[config.mk]
export PLATFORM = sky130hd
export DESIGN_NAME = fetch_stage
export DESIGN_NICKNAME = d
export VERILOG_FILES = /design/src/rtl/fetch_stage.sv
export SDC_FILE = /design/constraint.sdc
export NUM_CORES = 1
export LEC_CHECK = 0
export CORE_MARGIN = 1.5
export CORE_UTILIZATION = 44
export DETAILED_ROUTE_END_ITERATION = 8
export DONT_BUFFER_PORTS = 1
export GPL_TIMING_DRIVEN = 0
export PLACE_DENSITY = 0.63
export RECOVER_POWER = 100
export SETUP_SLACK_MARGIN = 0.2
export SLEW_MARGIN = 20
export SYNTH_ARGS = -nofsm -noshare
export SYNTH_HDL_FRONTEND = slang
export SYNTH_SLANG_ARGS = --single-unit
[constraint.sdc]
create_clock -name clk -period 7.4 [get_ports clk]
set_input_delay 1.48 -clock clk [delete_from_list [all_inputs] [get_ports clk]]
set_output_delay 1.48 -clock clk [all_outputs]
set_load 0.005 [all_outputs]
[src/rtl/fetch_stage.sv]
// rtl/fetch_stage.sv - rv32i instruction-fetch front end with PC, imem handshake and instruction FIFO
module fetch_stage #(
   parameter logic [31:0] RESET_PC  = 32'h0000_0060,
   parameter int          BUF_DEPTH = 2
) (
   input  logic        clk,
   input  logic        rst,
   output logic [31:0] imem_address,
   output logic        imem_read,
   input  logic        imem_resp,
   input  logic [31:0] imem_rdata,
   input  logic        redirect,
   input  logic [31:0] redirect_pc,
   output logic        out_valid,
   input  logic        out_ready,
   output logic [31:0] out_ir,
   output logic [31:0] out_pc
);

   localparam int          PW  = (BUF_DEPTH > 1) ? $clog2(BUF_DEPTH) : 1;
   localparam int          CW  = PW + 1;
   localparam logic [31:0] NOP = 32'h0000_0013;

   typedef enum logic {FETCH, DISCARD} state_t;

   state_t          state_q, state_d;
   logic [31:0]     pc_q;
   logic [31:0]     old_addr_q;
   logic            run_q;
   logic [31:0]     ir_mem [BUF_DEPTH];
   logic [31:0]     pc_mem [BUF_DEPTH];
   logic [PW-1:0]   wr_ptr_q, rd_ptr_q;
   logic [CW-1:0]   count_q;
   logic            push, pop, squash_inflight;

   assign out_valid = (count_q != '0);

   // Head registers only; nothing here is combinational from imem_rdata.
   always_comb begin
      out_ir = NOP;
      out_pc = 32'h0;
      if (out_valid) begin
         out_ir = ir_mem[rd_ptr_q];
         out_pc = pc_mem[rd_ptr_q];
      end
   end

   // Read request, push/pop decisions and next state. Counting only the FIFO is enough
   // for the space test: an in-flight read keeps imem_read high, so it holds its slot.
   always_comb begin
      state_d         = state_q;
      imem_read       = 1'b0;
      imem_address    = pc_q;
      push            = 1'b0;
      squash_inflight = 1'b0;
      pop             = out_valid & out_ready & ~redirect;
      case (state_q)
         FETCH: begin
            imem_read = run_q & (count_q < CW'(BUF_DEPTH));
            if (redirect) begin
               if (imem_read & ~imem_resp) begin
                  squash_inflight = 1'b1;
                  state_d         = DISCARD;
               end
            end else begin
               push = imem_read & imem_resp;
            end
         end
         DISCARD: begin
            // The squashed read is never withdrawn; its old address stays on the bus.
            imem_read    = 1'b1;
            imem_address = old_addr_q;
            if (imem_resp) state_d = FETCH;
         end
         default: state_d = FETCH;
      endcase
   end

   // PC, FSM state, squashed-read address hold and the post-reset run flag.
   always_ff @(posedge clk or negedge rst) begin
      if (!rst) begin
         state_q    <= FETCH;
         pc_q       <= {RESET_PC[31:2], 2'b00};
         old_addr_q <= 32'h0;
         run_q      <= 1'b0;
      end else begin
         run_q   <= 1'b1;
         state_q <= state_d;
         if (redirect)
            pc_q <= {redirect_pc[31:2], 2'b00};
         else if (push)
            pc_q <= pc_q + 32'd4;
         if (squash_inflight)
            old_addr_q <= pc_q;
      end
   end

   // FIFO pointers and occupancy; redirect empties the buffer outright.
   always_ff @(posedge clk or negedge rst) begin
      if (!rst) begin
         wr_ptr_q <= '0;
         rd_ptr_q <= '0;
         count_q  <= '0;
      end else if (redirect) begin
         wr_ptr_q <= '0;
         rd_ptr_q <= '0;
         count_q  <= '0;
      end else begin
         if (push) wr_ptr_q <= wr_ptr_q + PW'(1);
         if (pop)  rd_ptr_q <= rd_ptr_q + PW'(1);
         case ({push, pop})
            2'b10:   count_q <= count_q + CW'(1);
            2'b01:   count_q <= count_q - CW'(1);
            default: count_q <= count_q;
         endcase
      end
   end

   // FIFO storage; contents are qualified by count_q so no reset is needed.
   always_ff @(posedge clk) begin
      if (push) begin
         ir_mem[wr_ptr_q] <= imem_rdata;
         pc_mem[wr_ptr_q] <= pc_q;
      end
   end

endmodule

==> flow_summary.yaml, run 1 <==
grt:
  grt_first_pass_wirelength_mm: 28.23
  number_of_global_route_vias_before_repair: 5080
  overflow: 0
  initial_antenna_violation_count: 0
  grt_start_max_net_pins: 67
  grt.total_usage: 0.1868
routing:
  wl_met3_mm: 1.487
  wl_per_cell_um: 20.62
  top_signal_layer_used: "met4"
  drtPass1Iterations: 4
  drt-total-wl_mm: 18.13
  met1_length_mm: 7.809
  vias: 5004
  vias_per_cell: 5.693
  route.antenna.remaining_nets: 0
  met2_routed_length_mm: 8.492
  drt_iter0_markers: 356
  dr_drc_count: 0
timing:
  tightestPinTransition_ns: 1.888
  final_hold_viol_count: 0
  timing.final.crit_share: 0.6886
  report.final.setup_viol: 0
  slew_viol_final: 34
  tightest_slew_margin_relative_to_the_limit: -0.2589
  period_minus_slack_ns: 5.096
  fin_skew_ns: 0.01015
  whs_ns: 0.4751
  achievable-frequency_mhz: 196.2
  rsz_0062_raised_after_global_routing: "false"
worst_setup_path:
  logic_depth_of_the_worst_register_to_register_path: 6
  crit-reg2reg-launch: "state_q"
  startpoint_type: "input pin"
  r2r_end: "ir_mem[1][8]"
  worstSetupEndpoint: "ir_mem[1][8]"
  critPathLaunch: "redirect"
  critPathArrivalTime_ns: 5.10
  worstPathMaxFanout: 33
  type_of_the_setup_path_with_the_least_slack: "in -> reg"
  r2r_setup_slack_ns: 2.74
  data_required_critical_path_ns: 7.41
  crit_end_element: "flip-flop"
logic_synthesis:
  post_syn_area_per_cell_um2: 13.62
  synth_top_cells_by_count: "124 x sky130_fd_sc_hd__edfxtp_1, 79 x sky130_fd_sc_hd__nor2_1, 64 x sky130_fd_sc_hd__dfrtp_1"
  sequential_fraction_of_the_synthesis_area: 0.6503
  syn-cell-area_um2: 8269
  synth_cells: 607
  yosys_warnings: 0
  postSynthRegisterBits: 190
  synth_top_area_frac: 0.4503
  synth.area.top_cells: "sky130_fd_sc_hd__edfxtp_1 45%, sky130_fd_sc_hd__dfrtp_1 19%, sky130_fd_sc_hd__mux2_2 7.9%, sky130_fd_sc_hd__mux2i_1 7.6%, sky130_fd_sc_hd__nor2_1 3.6%"
  synth_edf_count: 124
  ys_types: 43
  ys.flop_type: "sky130_fd_sc_hd__edfxtp_1"
  synthMostInstantiatedCell: "sky130_fd_sc_hd__edfxtp_1"
  yosysTopAreaCell: "sky130_fd_sc_hd__edfxtp_1"
  synth_async_sr_flop_share: 0.3474
cts:
  postCtsResizedCells: 0
  post_cts_buffers: 0
  tritoncts_num_sinks: 190
  clkTransAtPathRegs_ns: 0.07
  cts_max_path_buffers: 2
  post_cts_hold_buffer_count: 0
  tritoncts: "built"
  cts_root_buf: "sky130_fd_sc_hd__clkbuf_16"
  h-tree-depth: 4
  cts-buffers-inserted: 17
  clk_latency_ns: 0.42
job:
  cap_viol_max_count: 1
placement:
  dpl.hpwl_mm: 13.02
  finalWeightedCongestion: 0.7979
  portBuffers: 0
power_and_ir_drop:
  power.ir.vdd_worst_mv: 0.1670
  power.leakage_nw: 3.112
  report.power.total_mw: 2.390
  p_per_cell_area_nw_per_um2: 261.6
cells_and_area:
  design.final.nets: 707
  synthToLayoutAreaGrowth_pct: 10.49
  layout-drive-gt1-share: 0.1154
  n_antenna_cell: 0
die:
  placement_rows: 49
  die_h_um: 140.1
  initial_utilization: 0.4541
  die_footprint_um2: 19630
  io_pins: 167
  core_um2: 18210
  die_w_um: 140.1
run_status:
  violated_checks: "max-capacitance violations, max-slew violations"
  status: "complete, but fails checks"
hold_path:
  min-delay-path-class: "reg -> reg"
==> logic make-up (layout without fill, tap and decap cells) <==
kind of cell,Yosys count,count (layout),share of synthesized area
AO/OA/AOI/OAI,56,56,0.04222
buffers and inverters,49,89,0.02845
flip-flops,190,190,0.6503
AND/OR/NAND/NOR,177,177,0.1097
other,2,5,0.0009082
multiplexers,121,121,0.1552
XOR/XNOR,11,11,0.01165
adder cells (fa/ha/maj),1,1,0.001513
==> layout by cell type, fill, tap and decap left out, types with 3 or more instances in the layout <==
master	instances
sky130_fd_sc_hd__a31oi_1	16
sky130_fd_sc_hd__and2_1	5
sky130_fd_sc_hd__and3_1	4
sky130_fd_sc_hd__and4_1	6
sky130_fd_sc_hd__buf_2	3
sky130_fd_sc_hd__buf_4	5
sky130_fd_sc_hd__clkbuf_1	42
sky130_fd_sc_hd__clkbuf_16	17
sky130_fd_sc_hd__conb_1	5
sky130_fd_sc_hd__dfrtp_1	64
sky130_fd_sc_hd__edfxtp_1	124
sky130_fd_sc_hd__inv_1	8
sky130_fd_sc_hd__mux2_1	22
sky130_fd_sc_hd__mux2_2	36
sky130_fd_sc_hd__mux2i_1	63
sky130_fd_sc_hd__nand2_1	27
sky130_fd_sc_hd__nand3_1	10
sky130_fd_sc_hd__nand4_1	14
sky130_fd_sc_hd__nor2_1	79
sky130_fd_sc_hd__nor2b_1	3
sky130_fd_sc_hd__nor3_1	3
sky130_fd_sc_hd__o21ai_0	21
sky130_fd_sc_hd__o31ai_1	11
sky130_fd_sc_hd__or3_1	5
sky130_fd_sc_hd__or4_1	14
sky130_fd_sc_hd__xnor2_1	4
sky130_fd_sc_hd__xor2_1	7
==> sequential cells by signal (all words and copies together) (netlist names) <==
signal      flops
pc_mem         60
count_q         2
state_q         1
wr_ptr_q        1
ir_mem         64
old_addr_q     30
pc_q           30
run_q           1
rd_ptr_q        1
==> power breakdown <==
group	total (mW)	leakage [nW]	internal [mW]	switching [mW]
Sequential	1.28	1.90	1.22	0.0623
Combinational	0.211	0.937	0.0972	0.114
Clock	0.897	0.277	0.510	0.388
==> worst min-delay path by stage <==
stage / start / to / slack (ns) / depth (start not counted)
final: pc_q[4] / pc_mem[0][4] / 0.48 / 0
after global routing: pc_q[4] / pc_mem[1][4] / 0.50 / 0
after CTS: pc_q[4] / pc_mem[0][4] / 0.47 / 0
after detailed placement: pc_q[4] / pc_mem[0][4] / 0.45 / 0
after global placement: pc_q[4] / pc_mem[0][4] / 0.46 / 0
after floorplan: pc_q[4] / pc_mem[0][4] / 0.44 / 0
==> stage by stage <==
| step | setup slack [ns] | area [um2] | utilization | TNS [ns] | instances |
|---|---|---|---|---|---|
| 2_1_floorplan | 0.6996 | 8280 | - | 0 | 610 |
| 3_3_place_gp | -1.638 | 8567 | 0.4705 | -101.32 | 839 |
| 3_5_place_dp | 3.651 | 8661 | 0.4756 | 0 | 847 |
| 4_1_cts | 3.433 | 9243 | 0.5076 | 0 | 879 |
| 5_1_grt | 1.895 | 9136 | 0.5018 | 0 | 879 |
| 6_report | 2.304 | 9136 | 0.5018 | 0 | 879 |
==> worst max-delay path: stages <==
cell	delay, ns
sky130_fd_sc_hd__inv_1	0.05
sky130_fd_sc_hd__clkbuf_1	0.44
sky130_fd_sc_hd__clkbuf_1	0.49
sky130_fd_sc_hd__and3_1	1.19
sky130_fd_sc_hd__clkbuf_1	1.44
==> layer usage <==
metal  track usage  vias to the layer above
met2        0.3001                      174
met4       0.06150                        0
met1        0.2360                     2498
met5             0                        -
met3       0.06838                       23
li1              -                     2309
==> cell type report <==
| cell class | instances | area [um2] |
|---|---|---|
| sequential | 190 | 5378 |
| tap | 229 | 286.5 |
| fill | 1582 | 9072 |
| timing repair buffer | 8 | 30.03 |
| inverter | 8 | 30.03 |
| clock inverter | 12 | 135.1 |
| multi-input combinational | 371 | 2646 |
| clock buffer | 20 | 446.7 |
| buffer | 41 | 183.9 |
Power figures use the tool's default switching activity.
==> inputs of run 2 (changes only) <==
Settings changed: PLACE_DENSITY 0.63 to 0.65.
Clock period 7.4 ns to 4.11 ns, I/O delays scaled along.
==> flow_summary.yaml, run 2 (synthesized netlist as in run 1, its figures left out) <==
worst_setup_path:
  data_required_critical_path_ns: 4.22
  startpoint_type: "flip-flop"
  worstPathMaxFanout: 39
  type_of_the_setup_path_with_the_least_slack: "reg -> reg"
  crit-reg2reg-launch: "state_q"
  logic_depth_of_the_worst_register_to_register_path: 6
  crit_end_element: "flip-flop"
  critical-path-top-delay-family: "simple AND/OR/NAND/NOR gates"
  crit_path_max_incr_delay_ns: 1.05
  critPathArrivalTime_ns: 3.43
  path_buf_inv: 4
  r2r_end: "ir_mem[1][3]"
  critical_path_s_slowest_cell: "sky130_fd_sc_hd__and3_1"
  cp_cell_sequence: "clkbuf_1 -> and4bb_1 -> clkbuf_1 -> clkbuf_1 -> and3_1 -> buf_12"
  r2r_setup_slack_ns: 0.79
  cpMostUsedCell: "sky130_fd_sc_hd__clkbuf_1"
power_and_ir_drop:
  power.leakage_nw: 3.113
  power.ir.vdd_worst_mv: 0.2901
  report.power.total_mw: 4.287
  p_per_cell_area_nw_per_um2: 468.9
timing:
  period_minus_slack_ns: 3.324
  report.final.setup_viol: 0
  rsz_0062_raised_after_global_routing: "false"
  timing.final.crit_share: 0.8088
  slew_viol_final: 0
  final_hold_viol_count: 0
  tightestPinTransition_ns: 1.438
  achievable-frequency_mhz: 300.8
  fin_skew_ns: 0.01137
  tightest_slew_margin_relative_to_the_limit: 0.03411
  totalNegativeSetupSlack_ns: 0
die:
  die_footprint_um2: 19630
  initial_utilization: 0.4541
  die_w_um: 140.1
  die_h_um: 140.1
  io_pins: 167
  core_um2: 18210
  placement_rows: 49
cts:
  cts_root_buf: "sky130_fd_sc_hd__clkbuf_16"
  post_cts_hold_buffer_count: 0
  cts-buffers-inserted: 17
  clk_latency_ns: 0.43
  h-tree-depth: 4
  clkTransAtPathRegs_ns: 0.07
  postCtsResizedCells: 0
  tritoncts_num_sinks: 190
  post_cts_buffers: 0
  cts_max_path_buffers: 2
  tritoncts: "built"
cells_and_area:
  layout.area.seq_um2: 5378
  largest-register: "ir_mem"
  top_library_cells_by_usage_in_the_layout_fill_and_taps_aside: "124 x sky130_fd_sc_hd__edfxtp_1, 79 x sky130_fd_sc_hd__nor2_1, 64 x sky130_fd_sc_hd__dfrtp_1"
  design.final.nets: 704
  fill_cells: 1540
  number_of_standard_cells_in_the_final_layout_excluding_fillers: 876
  multi_input_logic_area_um2: 2646
  largest_reg_flops: 64
  layout-drive-gt1-share: 0.1236
  synthToLayoutAreaGrowth_pct: 10.56
  layout.cells.most_common: "sky130_fd_sc_hd__edfxtp_1"
  reg_top3: "ir_mem x64, pc_mem x60"
  n_antenna_cell: 0
placement:
  post-place-cells: 844
  portBuffers: 0
  dpl.hpwl_mm: 12.68
  finalWeightedCongestion: 0.8044
grt:
  grt_first_pass_wirelength_mm: 28.39
  grt_start_max_net_pins: 67
  number_of_global_route_vias_before_repair: 5046
  overflow: 0
  grt.total_usage: 0.1884
  initial_antenna_violation_count: 0
routing:
  vias: 4956
  wl_per_cell_um: 20.53
  route.antenna.remaining_nets: 0
  drt-total-wl_mm: 17.98
  dr_drc_count: 0
  vias_per_cell: 5.658
  drtPass1Iterations: 4
  drt_iter0_markers: 349
job:
  cap_viol_max_count: 0
run_status:
  status: "complete, no violations"
hold_path:
  min-delay-path-class: "in -> async"
## run 2: changes by cell type in the layout (fill, tap and decap cells not counted), sizes merged
| cell | change |
|---|---|
| clkbuf | -8 |
| inv | -1 |
| buf | +3 |
| clkinvlp | +1 |
| clkinv | +2 |
## run 2: layer usage
| metal | global-route usage | share of wire | wire [um] | vias up |
|---|---|---|---|---|
| met4 | 0.05263 | 0.015 | 275 | 0 |
| met5 | 0 | 0 | 0 | - |
| li1 | - | - | - | 2298 |
| met3 | 0.07692 | 0.088 | 1578 | 24 |
| met1 | 0.2433 | 0.43 | 7710 | 2468 |
| met2 | 0.2948 | 0.47 | 8417 | 166 |
## run 2: worst max path at each step
stage | startpoint | end | slack [ns] | cells after the start
2_1_floorplan | redirect | ir_mem[1][0] | 0.71 | 4
3_3_place_gp | redirect | ir_mem[1][5] | -0.42 | 4
3_5_place_dp | redirect | ir_mem[1][6] | 1.14 | 5
4_1_cts | count_q[1] | out_pc[29] | 0.82 | 4
5_1_grt | state_q | pc_mem[0][2] | 0.51 | 4
6_report | state_q | ir_mem[1][3] | 0.79 | 6
## run 2: cell type report
| cell class | count | area share |
|---|---|---|
| Buffer | 41 | 0.02012 |
| Clock buffer | 18 | 0.04694 |
| Clock inverter | 14 | 0.01560 |
| Inverter | 8 | 0.003285 |
| Multi-Input combinational cell | 371 | 0.2894 |
| Sequential cell | 190 | 0.5882 |
| Tap cell | 229 | 0.03134 |
| Timing Repair Buffer | 5 | 0.005064 |
## run 2: where the power goes
| part | total (mW) | switching (mW) | leakage [nW] | internal (mW) |
|---|---|---|---|---|
| Clock | 1.60 | 0.704 | 0.268 | 0.895 |
| Sequential | 2.31 | 0.113 | 1.90 | 2.19 |
| Combinational | 0.381 | 0.203 | 0.946 | 0.177 |
## run 2: stage by stage
step	util	hold slack, ns	setup WS [ns]	cell area, um2
6_report	0.5021	0.08538	0.7858	9143
5_1_grt	0.5021	0.05945	0.5126	9143
4_1_cts	0.5070	0.06847	0.8200	9231
3_5_place_dp	0.4756	0.4563	1.144	8660
3_3_place_gp	0.4711	0.4545	-0.4229	8578
2_1_floorplan	-	0.4368	0.7054	8292
==> inputs of run 3 (changes only) <==
Settings changed: PLACE_DENSITY 0.65 to 0.63.
Clock period 4.11 ns to 3.3 ns, I/O delays scaled along.
==> flow_summary.yaml, run 3 (synthesized netlist as in run 1, its figures left out) <==
worst_setup_path:
  path_buf_inv: 2
  critPathArrivalTime_ns: 2.27
  crit_path_max_incr_delay_ns: 0.60
  critical_path_s_slowest_cell: "sky130_fd_sc_hd__clkbuf_1"
  startpoint_type: "flip-flop"
  worstPathMaxFanout: 10
  critical-path-top-delay-family: "buffers and inverters"
  logic_depth_of_the_worst_register_to_register_path: 6
  r2r_setup_slack_ns: 0.38
  number_of_cells_on_the_critical_path: 4
  r2r_end: "ir_mem[1][21]"
  cpMostUsedCell: "sky130_fd_sc_hd__clkbuf_1"
  cp_cell_sequence: "clkbuf_1 -> clkbuf_1 -> mux2i_1 -> nor2_1"
  crit_end_element: "output pin"
  data_required_critical_path_ns: 2.64
  crit-reg2reg-launch: "state_q"
  type_of_the_setup_path_with_the_least_slack: "reg -> out"
timing:
  tightest_slew_margin_relative_to_the_limit: -0.07607
  timing.final.crit_share: 0.8876
  rsz_0062_raised_after_global_routing: "false"
  tightestPinTransition_ns: 1.614
  report.final.setup_viol: 0
  fin_skew_ns: 0.01858
  achievable-frequency_mhz: 341.4
  period_minus_slack_ns: 2.929
  totalNegativeSetupSlack_ns: 0
  final_hold_viol_count: 0
  slew_viol_final: 65
cells_and_area:
  reg_top3: "ir_mem x64, pc_mem x60"
  n_antenna_cell: 0
  layout-drive-gt1-share: 0.1343
  design.final.nets: 705
  largest-register: "ir_mem"
  largest_reg_flops: 64
  top_library_cells_by_usage_in_the_layout_fill_and_taps_aside: "124 x sky130_fd_sc_hd__edfxtp_1, 78 x sky130_fd_sc_hd__nor2_1, 64 x sky130_fd_sc_hd__dfrtp_1"
  layout.cells.most_common: "sky130_fd_sc_hd__edfxtp_1"
  synthToLayoutAreaGrowth_pct: 11.32
run_status:
  violated_checks: "max-capacitance violations, max-slew violations"
  status: "complete, but fails checks"
grt:
  initial_antenna_violation_count: 0
  grt_first_pass_wirelength_mm: 28.17
  grt_start_max_net_pins: 65
  overflow: 0
  number_of_global_route_vias_before_repair: 4992
  grt.total_usage: 0.1884
power_and_ir_drop:
  power.ir.vdd_worst_mv: 0.3617
  p_per_cell_area_nw_per_um2: 592.1
  power.leakage_nw: 3.151
  report.power.total_mw: 5.450
die:
  initial_utilization: 0.4541
  die_h_um: 140.1
  placement_rows: 49
  core_um2: 18210
  die_w_um: 140.1
  die_footprint_um2: 19630
  io_pins: 167
cts:
  tritoncts: "built"
  cts_max_path_buffers: 2
  post_cts_buffers: 0
  clk_latency_ns: 0.43
  h-tree-depth: 4
  clkTransAtPathRegs_ns: 0.07
  tritoncts_num_sinks: 190
  cts-buffers-inserted: 17
  cts_root_buf: "sky130_fd_sc_hd__clkbuf_16"
placement:
  finalWeightedCongestion: 0.8053
  dpl.hpwl_mm: 12.86
  portBuffers: 0
routing:
  drt_iter0_markers: 312
  dr_drc_count: 0
  route.antenna.remaining_nets: 0
  drt-total-wl_mm: 18.10
  vias_per_cell: 5.651
  vias: 4956
  wl_per_cell_um: 20.64
  drtPass1Iterations: 4
job:
  cap_viol_max_count: 1
hold_path:
  min-delay-path-class: "in -> async"
[run 3: cell count changes in the layout (fill, tap and decap cells not counted), sizes merged]
cell,change
buf,+2
bufinv,+1
clkinv,-1
clkinvlp,-1
[run 3: cell type report]
cell class / instances / area, um2
Buffer: 41 / 183.9
Clock buffer: 19 / 442.9
Clock inverter: 13 / 163.9
Fill cell: 1562 / 9004
Inverter: 8 / 30.03
Multi-Input combinational cell: 371 / 2654
Sequential cell: 190 / 5378
Tap cell: 229 / 286.5
Timing Repair Buffer: 6 / 66.31
[run 3: layer usage]
metal | share of wire | GRT usage
met2 | 0.47 | 0.2948
met4 | 0.018 | 0.06482
met5 | 0 | 0
met3 | 0.086 | 0.07009
met1 | 0.43 | 0.2428
[run 3: worst register-to-register path: stages, from the launching register on]
cell                       delay, ns
sky130_fd_sc_hd__dfrtp_1        0.36
sky130_fd_sc_hd__clkbuf_1       0.24
sky130_fd_sc_hd__and4bb_1       0.33
sky130_fd_sc_hd__clkbuf_1       0.25
sky130_fd_sc_hd__clkbuf_1       0.46
sky130_fd_sc_hd__and3_4         0.43
sky130_fd_sc_hd__buf_6          0.44
[run 3: how the worst max path moves through the flow]
stage / start / end / slack [ns]
detailed placement: redirect / ir_mem[1][3] / 0.50
finish: rd_ptr_q / out_pc[17] / 0.37
global placement: redirect / ir_mem[0][3] / -0.69
global route: count_q[1] / out_pc[21] / 0.17
CTS: rd_ptr_q / out_ir[26] / 0.23
floorplan: redirect / ir_mem[0][0] / 0.24
[run 3: timing repair]
item,in CTS,in global routing
endpoints found under the setup margin,10,13
gates resized for setup,1,5
hold buffers,1,0
endpoints found under the hold margin,64,0
[run 3: through the flow]
stage               utilization  cell area [um2]  worst slack [ns]  hold WS, ns  std cells
floorplan                     -             8293            0.2439       0.3644        610
global placement         0.4712             8579           -0.6884       0.3676        839
detailed placement       0.4760             8667            0.4960       0.3681        844
CTS                      0.5110             9304            0.2325      0.05169        877
global route             0.5055             9205            0.1724      0.05160        877
finish                   0.5055             9205            0.3710      0.07017        877
[run 3: report_power, final]
group / internal [mW] / switching (mW)
logic: 0.224 / 0.271
registers: 2.73 / 0.140
clock network: 1.22 / 0.867
total: 4.17 / 1.28
